==> config.mk <==
export PLATFORM = sky130hd
export DESIGN_NAME = irq_ctrl_axi
export DESIGN_NICKNAME = d
export VERILOG_FILES = /design/src/rtl/irq_ctrl_pkg.sv /design/src/rtl/irq_ctrl_core.sv /design/src/rtl/irq_ctrl_axi.sv
export SDC_FILE = /design/constraint.sdc
export NUM_CORES = 1
export LEC_CHECK = 0
export BUFFER_PORTS_ARGS = -buffer_cell sky130_fd_sc_hd__buf_2
export CORE_AREA = 2 2 124 126
export CTS_CLUSTER_SIZE = 25
export DETAILED_ROUTE_END_ITERATION = 10
export DIE_AREA = 0 0 126 128
export PLACE_DENSITY = 0.64
export SYNTH_ARGS = -nofsm -noshare
export SYNTH_HDL_FRONTEND = slang
export SYNTH_SLANG_ARGS = --single-unit
==> constraint.sdc <==
create_clock -name aclk -period 1.7 [get_ports aclk]
set_input_delay 0.34 -clock aclk [delete_from_list [all_inputs] [get_ports aclk]]
set_output_delay 0.34 -clock aclk [all_outputs]
set_load 0.01 [all_outputs]
==> src/rtl/irq_ctrl_pkg.sv <==
// Shared definitions for the AXI interrupt controller: register offsets,
// AXI response codes, FSM state encodings and the byte-strobe helper.
package irq_ctrl_pkg;

    localparam logic [2:0] REG_ISR  = 3'd0;
    localparam logic [2:0] REG_IER  = 3'd1;
    localparam logic [2:0] REG_IPR  = 3'd2;
    localparam logic [2:0] REG_MODE = 3'd3;
    localparam logic [2:0] REG_SIE  = 3'd4;
    localparam logic [2:0] REG_CIE  = 3'd5;
    localparam logic [2:0] REG_IVR  = 3'd6;
    localparam logic [2:0] REG_MER  = 3'd7;

    typedef logic [1:0] resp_t;
    localparam resp_t RESP_OKAY   = 2'b00;
    localparam resp_t RESP_SLVERR = 2'b10;

    typedef enum logic [1:0] {
        W_IDLE  = 2'd0,
        W_WAIT  = 2'd1,
        W_BURST = 2'd2,
        W_RESP  = 2'd3
    } wr_state_e;

    typedef enum logic {
        R_IDLE = 1'b0,
        R_DATA = 1'b1
    } rd_state_e;

    function automatic logic [31:0] strb_to_mask(input logic [3:0] strb);
        return {{8{strb[3]}}, {8{strb[2]}}, {8{strb[1]}}, {8{strb[0]}}};
    endfunction

endpackage

==> src/rtl/irq_ctrl_core.sv <==
// Interrupt storage and aggregation: source sampling, ISR/IER/MODE/MER,
// lowest-index vector encoder and the registered CPU interrupt.
module irq_ctrl_core
    import irq_ctrl_pkg::*;
#(
    parameter int                 NUM_IRQ      = 8,
    parameter logic [NUM_IRQ-1:0] EDGE_DEFAULT = NUM_IRQ'(8'h01)
) (
    input  logic               i_clk,
    input  logic               i_rst_n,
    input  logic [NUM_IRQ-1:0] i_irq,
    input  logic               i_wr_en,
    input  logic [2:0]         i_wr_idx,
    input  logic [31:0]        i_wr_data,
    input  logic [3:0]         i_wr_strb,
    input  logic [2:0]         i_rd_idx,
    output logic [31:0]        o_rd_data,
    output logic               o_irq
);

    localparam logic [NUM_IRQ-1:0] ZERO = {NUM_IRQ{1'b0}};

    logic [NUM_IRQ-1:0] r_irq_q;
    logic [NUM_IRQ-1:0] r_isr;
    logic [NUM_IRQ-1:0] r_ier;
    logic [NUM_IRQ-1:0] r_mode;
    logic               r_mer;
    logic               r_irq;

    logic [31:0]        w_bmask32;
    logic [31:0]        w_wm32;
    logic [NUM_IRQ-1:0] w_bmask;
    logic [NUM_IRQ-1:0] w_bits;
    logic [NUM_IRQ-1:0] w_set;
    logic [NUM_IRQ-1:0] w_ipr;
    logic [NUM_IRQ-1:0] w_w1c;
    logic [NUM_IRQ-1:0] w_ier_nxt;
    logic [NUM_IRQ-1:0] w_mode_nxt;
    logic               w_mer_nxt;
    logic [31:0]        w_ivr;
    logic [31:0]        w_rd;
    logic               w_unused;

    assign w_bmask32 = strb_to_mask(i_wr_strb);
    assign w_wm32    = i_wr_data & w_bmask32;
    assign w_bmask   = w_bmask32[NUM_IRQ-1:0];
    assign w_bits    = w_wm32[NUM_IRQ-1:0];
    assign w_unused  = ^{w_bmask32, w_wm32};

    // Edge sources pend on a rising transition, level sources while high.
    assign w_set = (i_irq & ~r_irq_q & r_mode) | (i_irq & ~r_mode);
    assign w_ipr = r_isr & r_ier;

    // Register write decode; untouched registers hold their value.
    always_comb begin
        w_w1c      = ZERO;
        w_ier_nxt  = r_ier;
        w_mode_nxt = r_mode;
        w_mer_nxt  = r_mer;
        if (i_wr_en) begin
            case (i_wr_idx)
                REG_ISR:  w_w1c      = w_bits;
                REG_IER:  w_ier_nxt  = (r_ier & ~w_bmask) | w_bits;
                REG_MODE: w_mode_nxt = (r_mode & ~w_bmask) | w_bits;
                REG_SIE:  w_ier_nxt  = r_ier | w_bits;
                REG_CIE:  w_ier_nxt  = r_ier & ~w_bits;
                REG_MER:  w_mer_nxt  = i_wr_strb[0] ? i_wr_data[0] : r_mer;
                default:  w_w1c      = ZERO;
            endcase
        end else begin
            w_w1c = ZERO;
        end
    end

    // Lowest pending-and-enabled index wins; all-ones when nothing is pending.
    always_comb begin
        w_ivr = 32'hFFFF_FFFF;
        for (int i = NUM_IRQ - 1; i >= 0; i--) begin
            w_ivr = w_ipr[i] ? 32'(i) : w_ivr;
        end
    end

    // Read mux, zero-extended to the bus width.
    always_comb begin
        w_rd = 32'h0000_0000;
        case (i_rd_idx)
            REG_ISR:  w_rd[NUM_IRQ-1:0] = r_isr;
            REG_IER:  w_rd[NUM_IRQ-1:0] = r_ier;
            REG_IPR:  w_rd[NUM_IRQ-1:0] = w_ipr;
            REG_MODE: w_rd[NUM_IRQ-1:0] = r_mode;
            REG_IVR:  w_rd              = w_ivr;
            REG_MER:  w_rd[0]           = r_mer;
            default:  w_rd              = 32'h0000_0000;
        endcase
    end

    assign o_rd_data = w_rd;
    assign o_irq     = r_irq;

    // State update; a new set beats a same-cycle clear.
    always_ff @(posedge i_clk) begin
        if (!i_rst_n) begin
            r_irq_q <= ZERO;
            r_isr   <= ZERO;
            r_ier   <= ZERO;
            r_mode  <= EDGE_DEFAULT;
            r_mer   <= 1'b0;
            r_irq   <= 1'b0;
        end else begin
            r_irq_q <= i_irq;
            r_isr   <= (r_isr & ~w_w1c) | w_set;
            r_ier   <= w_ier_nxt;
            r_mode  <= w_mode_nxt;
            r_mer   <= w_mer_nxt;
            r_irq   <= r_mer & (|w_ipr);
        end
    end

endmodule

==> src/rtl/irq_ctrl_axi.sv <==
// AXI4 slave front end for the interrupt controller: independent write and
// read FSMs around irq_ctrl_core. Bursts are answered with SLVERR.
module irq_ctrl_axi
    import irq_ctrl_pkg::*;
#(
    parameter int                 NUM_IRQ      = 8,
    parameter int                 ID_WIDTH     = 4,
    parameter logic [NUM_IRQ-1:0] EDGE_DEFAULT = NUM_IRQ'(8'h01),
    parameter logic [31:0]        BASE_MASK    = 32'h0000_001F
) (
    input  logic                aclk,
    input  logic                aresetn,
    input  logic [NUM_IRQ-1:0]  irq_i,
    output logic                irq_o,
    input  logic [ID_WIDTH-1:0] s_aw_id,
    input  logic [31:0]         s_aw_addr,
    input  logic [7:0]          s_aw_len,
    input  logic                s_aw_valid,
    output logic                s_aw_ready,
    input  logic [31:0]         s_w_data,
    input  logic [3:0]          s_w_strb,
    input  logic                s_w_last,
    input  logic                s_w_valid,
    output logic                s_w_ready,
    output logic [ID_WIDTH-1:0] s_b_id,
    output logic [1:0]          s_b_resp,
    output logic                s_b_valid,
    input  logic                s_b_ready,
    input  logic [ID_WIDTH-1:0] s_ar_id,
    input  logic [31:0]         s_ar_addr,
    input  logic [7:0]          s_ar_len,
    input  logic                s_ar_valid,
    output logic                s_ar_ready,
    output logic [ID_WIDTH-1:0] s_r_id,
    output logic [31:0]         s_r_data,
    output logic [1:0]          s_r_resp,
    output logic                s_r_last,
    output logic                s_r_valid,
    input  logic                s_r_ready
);

    wr_state_e           r_wstate;
    logic                r_aw_ready, r_w_ready, r_b_valid;
    logic                r_have_aw, r_have_w;
    logic [ID_WIDTH-1:0] r_aw_id;
    logic [31:0]         r_aw_addr;
    logic [7:0]          r_aw_len;
    logic [31:0]         r_w_data;
    logic [3:0]          r_w_strb;
    logic                r_w_last;
    resp_t               r_b_resp;

    rd_state_e           r_rstate;
    logic                r_ar_ready, r_r_valid, r_r_last;
    logic [ID_WIDTH-1:0] r_r_id;
    logic [7:0]          r_r_len, r_r_beat;
    logic [31:0]         r_r_data;
    resp_t               r_r_resp;

    logic        w_aw_fire, w_w_fire, w_ar_fire, w_both, w_wr_en;
    logic [31:0] w_addr_eff, w_data_eff, w_aw_off, w_ar_off, w_rd_data;
    logic [7:0]  w_len_eff;
    logic [3:0]  w_strb_eff;
    logic        w_last_eff;
    logic        w_unused;

    assign w_aw_fire = s_aw_valid & r_aw_ready;
    assign w_w_fire  = s_w_valid & r_w_ready;
    assign w_ar_fire = s_ar_valid & r_ar_ready;

    // A half arriving this cycle is used directly, otherwise the latched copy.
    assign w_addr_eff = w_aw_fire ? s_aw_addr : r_aw_addr;
    assign w_len_eff  = w_aw_fire ? s_aw_len  : r_aw_len;
    assign w_data_eff = w_w_fire  ? s_w_data  : r_w_data;
    assign w_strb_eff = w_w_fire  ? s_w_strb  : r_w_strb;
    assign w_last_eff = w_w_fire  ? s_w_last  : r_w_last;
    assign w_both     = (r_have_aw | w_aw_fire) & (r_have_w | w_w_fire);
    assign w_wr_en    = w_both & (w_len_eff == 8'd0);
    assign w_aw_off   = w_addr_eff & BASE_MASK;
    assign w_ar_off   = s_ar_addr & BASE_MASK;
    assign w_unused   = ^{w_aw_off, w_ar_off};

    irq_ctrl_core #(
        .NUM_IRQ      (NUM_IRQ),
        .EDGE_DEFAULT (EDGE_DEFAULT)
    ) u_core (
        .i_clk     (aclk),
        .i_rst_n   (aresetn),
        .i_irq     (irq_i),
        .i_wr_en   (w_wr_en),
        .i_wr_idx  (w_aw_off[4:2]),
        .i_wr_data (w_data_eff),
        .i_wr_strb (w_strb_eff),
        .i_rd_idx  (w_ar_off[4:2]),
        .o_rd_data (w_rd_data),
        .o_irq     (irq_o)
    );

    assign s_aw_ready = r_aw_ready;
    assign s_w_ready  = r_w_ready;
    assign s_b_valid  = r_b_valid;
    assign s_b_id     = r_aw_id;
    assign s_b_resp   = r_b_resp;
    assign s_ar_ready = r_ar_ready;
    assign s_r_valid  = r_r_valid;
    assign s_r_last   = r_r_last;
    assign s_r_id     = r_r_id;
    assign s_r_data   = r_r_data;
    assign s_r_resp   = r_r_resp;

    // Write channel FSM: AW and W may arrive in either order or together.
    always_ff @(posedge aclk) begin
        if (!aresetn) begin
            r_wstate   <= W_IDLE;
            r_aw_ready <= 1'b1;
            r_w_ready  <= 1'b1;
            r_b_valid  <= 1'b0;
            r_b_resp   <= RESP_OKAY;
            r_have_aw  <= 1'b0;
            r_have_w   <= 1'b0;
            r_aw_id    <= {ID_WIDTH{1'b0}};
            r_aw_addr  <= 32'h0000_0000;
            r_aw_len   <= 8'd0;
            r_w_data   <= 32'h0000_0000;
            r_w_strb   <= 4'h0;
            r_w_last   <= 1'b0;
        end else begin
            case (r_wstate)
                W_IDLE, W_WAIT: begin
                    if (w_aw_fire) begin
                        r_aw_id   <= s_aw_id;
                        r_aw_addr <= s_aw_addr;
                        r_aw_len  <= s_aw_len;
                    end
                    if (w_w_fire) begin
                        r_w_data <= s_w_data;
                        r_w_strb <= s_w_strb;
                        r_w_last <= s_w_last;
                    end
                    if (w_both) begin
                        r_have_aw  <= 1'b0;
                        r_have_w   <= 1'b0;
                        r_aw_ready <= 1'b0;
                        if (w_len_eff == 8'd0) begin
                            r_wstate  <= W_RESP;
                            r_w_ready <= 1'b0;
                            r_b_valid <= 1'b1;
                            r_b_resp  <= RESP_OKAY;
                        end else if (w_last_eff) begin
                            r_wstate  <= W_RESP;
                            r_w_ready <= 1'b0;
                            r_b_valid <= 1'b1;
                            r_b_resp  <= RESP_SLVERR;
                        end else begin
                            r_wstate  <= W_BURST;
                            r_w_ready <= 1'b1;
                        end
                    end else if (w_aw_fire || w_w_fire) begin
                        r_wstate   <= W_WAIT;
                        r_have_aw  <= r_have_aw | w_aw_fire;
                        r_have_w   <= r_have_w | w_w_fire;
                        r_aw_ready <= ~(r_have_aw | w_aw_fire);
                        r_w_ready  <= ~(r_have_w | w_w_fire);
                    end
                end
                W_BURST: begin
                    if (w_w_fire && s_w_last) begin
                        r_wstate  <= W_RESP;
                        r_w_ready <= 1'b0;
                        r_b_valid <= 1'b1;
                        r_b_resp  <= RESP_SLVERR;
                    end
                end
                W_RESP: begin
                    if (s_b_ready) begin
                        r_wstate   <= W_IDLE;
                        r_b_valid  <= 1'b0;
                        r_aw_ready <= 1'b1;
                        r_w_ready  <= 1'b1;
                    end
                end
                default: begin
                    r_wstate   <= W_IDLE;
                    r_aw_ready <= 1'b1;
                    r_w_ready  <= 1'b1;
                    r_b_valid  <= 1'b0;
                    r_have_aw  <= 1'b0;
                    r_have_w   <= 1'b0;
                end
            endcase
        end
    end

    // Read channel FSM: data is captured at AR accept and held until taken.
    always_ff @(posedge aclk) begin
        if (!aresetn) begin
            r_rstate   <= R_IDLE;
            r_ar_ready <= 1'b1;
            r_r_valid  <= 1'b0;
            r_r_last   <= 1'b0;
            r_r_id     <= {ID_WIDTH{1'b0}};
            r_r_len    <= 8'd0;
            r_r_beat   <= 8'd0;
            r_r_data   <= 32'h0000_0000;
            r_r_resp   <= RESP_OKAY;
        end else begin
            case (r_rstate)
                R_IDLE: begin
                    if (w_ar_fire) begin
                        r_rstate   <= R_DATA;
                        r_ar_ready <= 1'b0;
                        r_r_valid  <= 1'b1;
                        r_r_id     <= s_ar_id;
                        r_r_len    <= s_ar_len;
                        r_r_beat   <= 8'd0;
                        r_r_last   <= (s_ar_len == 8'd0);
                        r_r_data   <= (s_ar_len == 8'd0) ? w_rd_data : 32'h0000_0000;
                        r_r_resp   <= (s_ar_len == 8'd0) ? RESP_OKAY : RESP_SLVERR;
                    end
                end
                R_DATA: begin
                    if (s_r_ready) begin
                        if (r_r_last) begin
                            r_rstate   <= R_IDLE;
                            r_r_valid  <= 1'b0;
                            r_r_last   <= 1'b0;
                            r_ar_ready <= 1'b1;
                        end else begin
                            r_r_beat <= r_r_beat + 8'd1;
                            r_r_last <= ((r_r_beat + 8'd1) == r_r_len);
                        end
                    end
                end
                default: begin
                    r_rstate   <= R_IDLE;
                    r_ar_ready <= 1'b1;
                    r_r_valid  <= 1'b0;
                    r_r_last   <= 1'b0;
                end
            endcase
        end
    end

endmodule
=== After elaboration in Yosys (flattened, before gate mapping) ===
Index checks and enable logic that the tools add are counted.
W data, S select, Z words.

* Bits in registers: 155
* Latch bits: 0
* RAM bits: 0
* Bits in read-only memories: 0
* Input bits: 140
* Output and inout port bits: 51
* Word-level logic and storage cells: 182
* Memories kept: 0

* Add/sub/neg operators: 1
* $mul: 0
* Divide/modulo/power cells: 0
* Magnitude comparators: 0
* Equal/unequal tests: 23
* Shift-type cells: 0
* Multiplexer cells: 73
* Bitwise operators: 30
* Reductions and logical operators: 26

{| class="wikitable"
|+ Operator list
! kind !! number
|-
| $mux W32 || 10
|-
| $and A8 B8 Y8 || 9
|-
| $mux W8 || 6
|-
| $not A8 Y8 || 5
|-
| $or A8 B8 Y8 || 5
|-
| $pmux W7 S5 || 1
|-
| $mux W1 || 32
|-
| $mux W24 || 1
|-
| $pmux W8 S3 || 1
|-
| $mux W2 || 9
|-
| $logic_not A8 Y1 || 2
|-
| $pmux W8 S2 || 1
|-
| $eq A3 B3 Y1 const B || 5
|-
| $reduce_and A3 Y1 || 5
|-
| $ne A2 B2 Y1 const B || 6
|-
| $reduce_and A2 Y1 || 6
|-
| $pmux W1 S2 || 5
|-
| $eq A3 B2 Y1 const B || 3
|-
| $add A8 B1 Y8 const B || 1
|-
| $eq A8 B8 Y1 || 1
|-
| $reduce_and A4 Y1 || 2
|-
| $reduce_or A8 Y1 || 1
|-
| $and A1 B1 Y1 || 6
|-
| $eq A3 B1 Y1 const B || 2
|-
| other kinds (19) || 28
|}

=== Depth between registers and ports, before layout ===
* Depth in word-level cells: 11
* Mapped depth: 8

=== Hierarchy ===
A second synthesis with hierarchy kept.

* Cell total of the unflattened synthesis: 791
* Area, all modules: 7526.0 um^2

{| class="wikitable"
|+ By module, submodules not included
! module !! instances !! cells each !! area an instance (um^2) !! seq. area each (um^2)
|-
| irq_ctrl_axi || 1 || 560 || 5651.7 || 2342.2
|-
| irq_ctrl_core || 1 || 231 || 1874.3 || 680.7
|}

=== Worst setup path after synthesis ===
Ideal clock, no wire load.

* Kind: register to register
* From: register r_aw_ready, in the netlist s_aw_ready
* To: register with a tool-made name
* Arrival time: 1.738 ns
* Path slack: -0.154 ns
* Stages on the path, launching flop included: 9
* Buffers on the path: 3
* Period minus slack after synthesis: 1.854 ns
* Cell sequence: dfxtp_1 > buf_4 > and3_4 > or2_1 > buf_6 > a2111oi_4 > buf_6 > nand2_1 > o211a_1

{| class="wikitable"
|+ RTL lines
! element !! line !! source
|-
| from (decl) || irq_ctrl_axi.sv:43 || <nowiki>logic r_aw_ready, r_w_ready, r_b_valid;</nowiki>
|-
| from (signal assigned) || irq_ctrl_axi.sv:162 || <nowiki>r_aw_ready <= ~(r_have_aw | w_aw_fire);</nowiki>
|}

==> metrics.md <==
| Metric | Value |
|---|---|
| Status | finished with violations |
| Failing checks | negative setup slack |
| Overall Power | 6.14 mW |
| Crit end category | flop |
| Post-Synthesis Cells | between 500 and 600 |
| Nets | 861 |
| Routed vias/inst | approximately 5 |
| WP buf/inv | 2 |
| Synth warnings | 0 |
| Clock root cell | clkbuf_16 |
| Async S/R FF share, synth | 0 |
| Cell variety after synth | 54 |
| Post-synthesis instance area | between 5000 and 6000 um2 |
| Worst slew margin | 0.636 |
| Wire length per cell | 14.1 um |
| FMAX | approximately 560 MHz |
| # port buffers | 103 |
| Initial Util | 0.343 |
| Final period util | 1.04 |
| WHS Path Cells | 2 |
| TritonCTS Buffers | 9 |
| RR Startpoint | r_aw_len[3] |
| Slowest stage delay, CP | 0.34 ns |
| Internal reg-to-reg setup slack | -0.07 ns |
| TritonCTS clock tree | built |
| Clock sinks | 101 |
| Via count | 4569 |
| Non-filler cells, final | 913 |
| Vias in the first global route | 4271 |
| # Max-Cap Violations | 0 |
| Filler cells | 1512 |
| 1st-iter DRT viols | 280 |
| Initial antenna violation count | 0 |
| CP Launch Type | flop |
| Clk slew on worst S/H paths | 0.07 ns |
| CP max-delay cell | dfxtp_2 |
| Inst Count DP | 894 |
| Sequential cell area | 2030 um2 |
| # rows | 45 |
| Worst Hold Class | primary input to flop |
| Worst r2r path cells | 7 |
| Max Root-Sink Buffers | 2 |
| HP Start | irq_i[0] |
| HPWL after DPL | 9.43 mm |
| Least-Margin Pin Slew | 0.542 ns |
| Avg Inst Size Synth | 8.59 um2 |
| Area of the multi-input gates | 2800 um2 |
| Hold_buf cts | 0 |
| Worst path cell trace | nor4_4, nand4_2, a2111oi_4, buf_4, buf_8, nand2_2, o211a_1 |
| GRT overflow | 0 |
| Share of layout cells above drive strength 1 | 0.298 |
| Post-layout minimum cycle time | 1.77 ns |
| Die H | 128 um |
| Routed Antenna Nets | 0 |
| Most common cell after layout, fill and taps aside | buf_2 |
| Crit-path leading delay family | simple AND/OR/NAND/NOR gates |
| TritonRoute pass-1 iters | 5 |
| Number of synthesized flops with an enable pin | 0 |
| Hold Worst Slack | 0.200 ns |
| Hold EP | u_core.r_irq_q[0] |
| DRC errors left | 0 |
| Die W | 126 um |
| Later-pin clock latency in the skew report | 0.35 ns |
| Final setup TNS | -0.547 ns |
| Critical-path maximum fanout | 7 |
| Final setup viols | 15 |
| Core Region | roughly 15000 um2 |
| Pwr Density | about 950 nW/um2 |
| P_leak | 2.90 nW |
| Arrival @ worst endpoint | 2.02 ns |
| Req. time, crit path | 1.95 ns |
| Ys flop type | dfxtp_1 |
| Slew Viols, Final | 0 |
| P&R area growth vs syn | 27.3% |
| Setup repair after global routing missed its margin | true |
| Gr usage total | 0.161 |
| Register area share after synthesis | 0.396 |
| Final WS setup | -0.0703 ns |
| Peak supply drop | approximately 0.00047 V |
| Total I/O pin count | 191 |
| Crit Path Category | flop to flop |
| Full die area | approximately 16000 um2 |
| Final Skew | about 0.0084 ns |
| CTS H-tree lvls | 3 |
| Endpoints failing hold | 0 |
| First-pass GRT wire length | 21.0 mm |
| Antenna Diode Count | 0 |
| Routed WL | 12.9 mm |
| GPL Wtd Cong | 0.785 |
| Most frequent cells in the layout | buf_2, dfxtp_1, nand2_1, buf_4, a21boi_0 |
| Yosys reg bits | 101 |
| Pin count of the biggest net entering global routing | slightly above 70 |
-- layer usage --
layer / wire length (um) / vias to the layer above / track usage
met1: 6220 / 2098 / 0.215
li1: - / 2365 / -
met5: 0 / - / 0
met4: 235 / 0 / 0.0653
met3: 446 / 14 / 0.0280
met2: 6000 / 92 / 0.260
-- worst max-delay path by stage --
stage	startpoint	end	slack, ns	cells after the start
floorplan	s_aw_valid	flop	-0.14	8
global placement	s_aw_len[1]	flop	-0.30	8
detailed placement	s_aw_len[1]	flop	-0.33	8
CTS	r_aw_len[6]	flop	-0.08	7
global route	r_aw_len[6]	flop	-0.16	7
finish	r_aw_len[3]	flop	-0.07	7
-- area by class of cell --
| cell class | count | area share |
|---|---|---|
| multi-input combinational | 430 | 0.431 |
| sequential | 101 | 0.312 |
| tap | 188 | 0.0362 |
| clock inverter | 4 | 0.0112 |
| inverter | 3 | 0.00173 |
| clock buffer | 12 | 0.0364 |
| timing repair buffer | 175 | 0.172 |
-- worst reg2reg max path, cell delays in order, from the launching register on --
cell	delay [ns]
dfxtp_2	0.34
nor4_4	0.32
nand4_2	0.19
a2111oi_4	0.32
buf_4	0.19
buf_8	0.14
nand2_2	0.05
o211a_1	0.11
-- metrics by stage --
stage	setup slack [ns]	utilization	area, um2
6_report	-0.0703	0.437	6500
3_5_place_dp	-0.332	0.408	6060
3_3_place_gp	-0.305	0.408	6060
2_1_floorplan	-0.136	-	5120
4_1_cts	-0.0834	0.435	6460
5_1_grt	-0.164	0.437	6500
-- sequential cells by signal (all words and copies together), names as in the netlist, 3 cells and up, named ones only --
signal and cells:
r_aw_addr 3, r_r_beat 8, u_core.r_irq_q 8, r_r_len 8, s_r_data 9, r_w_data 8, u_core.r_isr 8, s_r_id 4
r_aw_len 8, s_b_id 4, u_core.r_ier 8
-- synthesized netlist by cell type (all sizes together) (7+ instances only) --
master,n,area share
dfxtp,101,0.40
buf,34,0.049
nand3,17,0.017
a21oi,28,0.027
o211a,11,0.022
o22ai,8,0.0098
a21boi,40,0.059
o221ai,7,0.012
nand2,94,0.069
o31ai,8,0.012
xnor2,9,0.015
mux2i,20,0.039
o21ai,28,0.027
clkbuf,27,0.020
nor2b,26,0.032
a41o,7,0.014
and2,10,0.012
nor2,26,0.019
nor3,10,0.0098
nor4,7,0.017
o211ai,10,0.015
a22oi,9,0.013
-- kinds of logic (layout without fill, tap and decap cells) --
family / after synthesis / in the layout / synth area share
other cells: 1 / 2 / 0.000735
mux: 21 / 21 / 0.0414
compound gates: 177 / 177 / 0.249
fa+ha+maj: 1 / 1 / 0.00245
xor+xnor: 14 / 14 / 0.0240
simple gates: 215 / 215 / 0.215
buf+inv: 64 / 194 / 0.0713
flops: 101 / 101 / 0.396
-- repair_timing --
| item | 4_1_cts | 5_1_grt |
|---|---|---|
| pin swaps | 16 | 9 |
| buffers inserted | 2 | 0 |
| endpoints found under the setup margin | 26 | 27 |
| gates resized for setup | 22 | 8 |
| cloned | 1 | 0 |
-- power by group --
group	switching [mW]	internal, mW	leakage [nW]
logic	0.700	0.628	1.92
registers	0.108	2.52	0.828
clock network	0.894	1.29	0.147
Note: power is estimated with default switching activity, not from simulation.
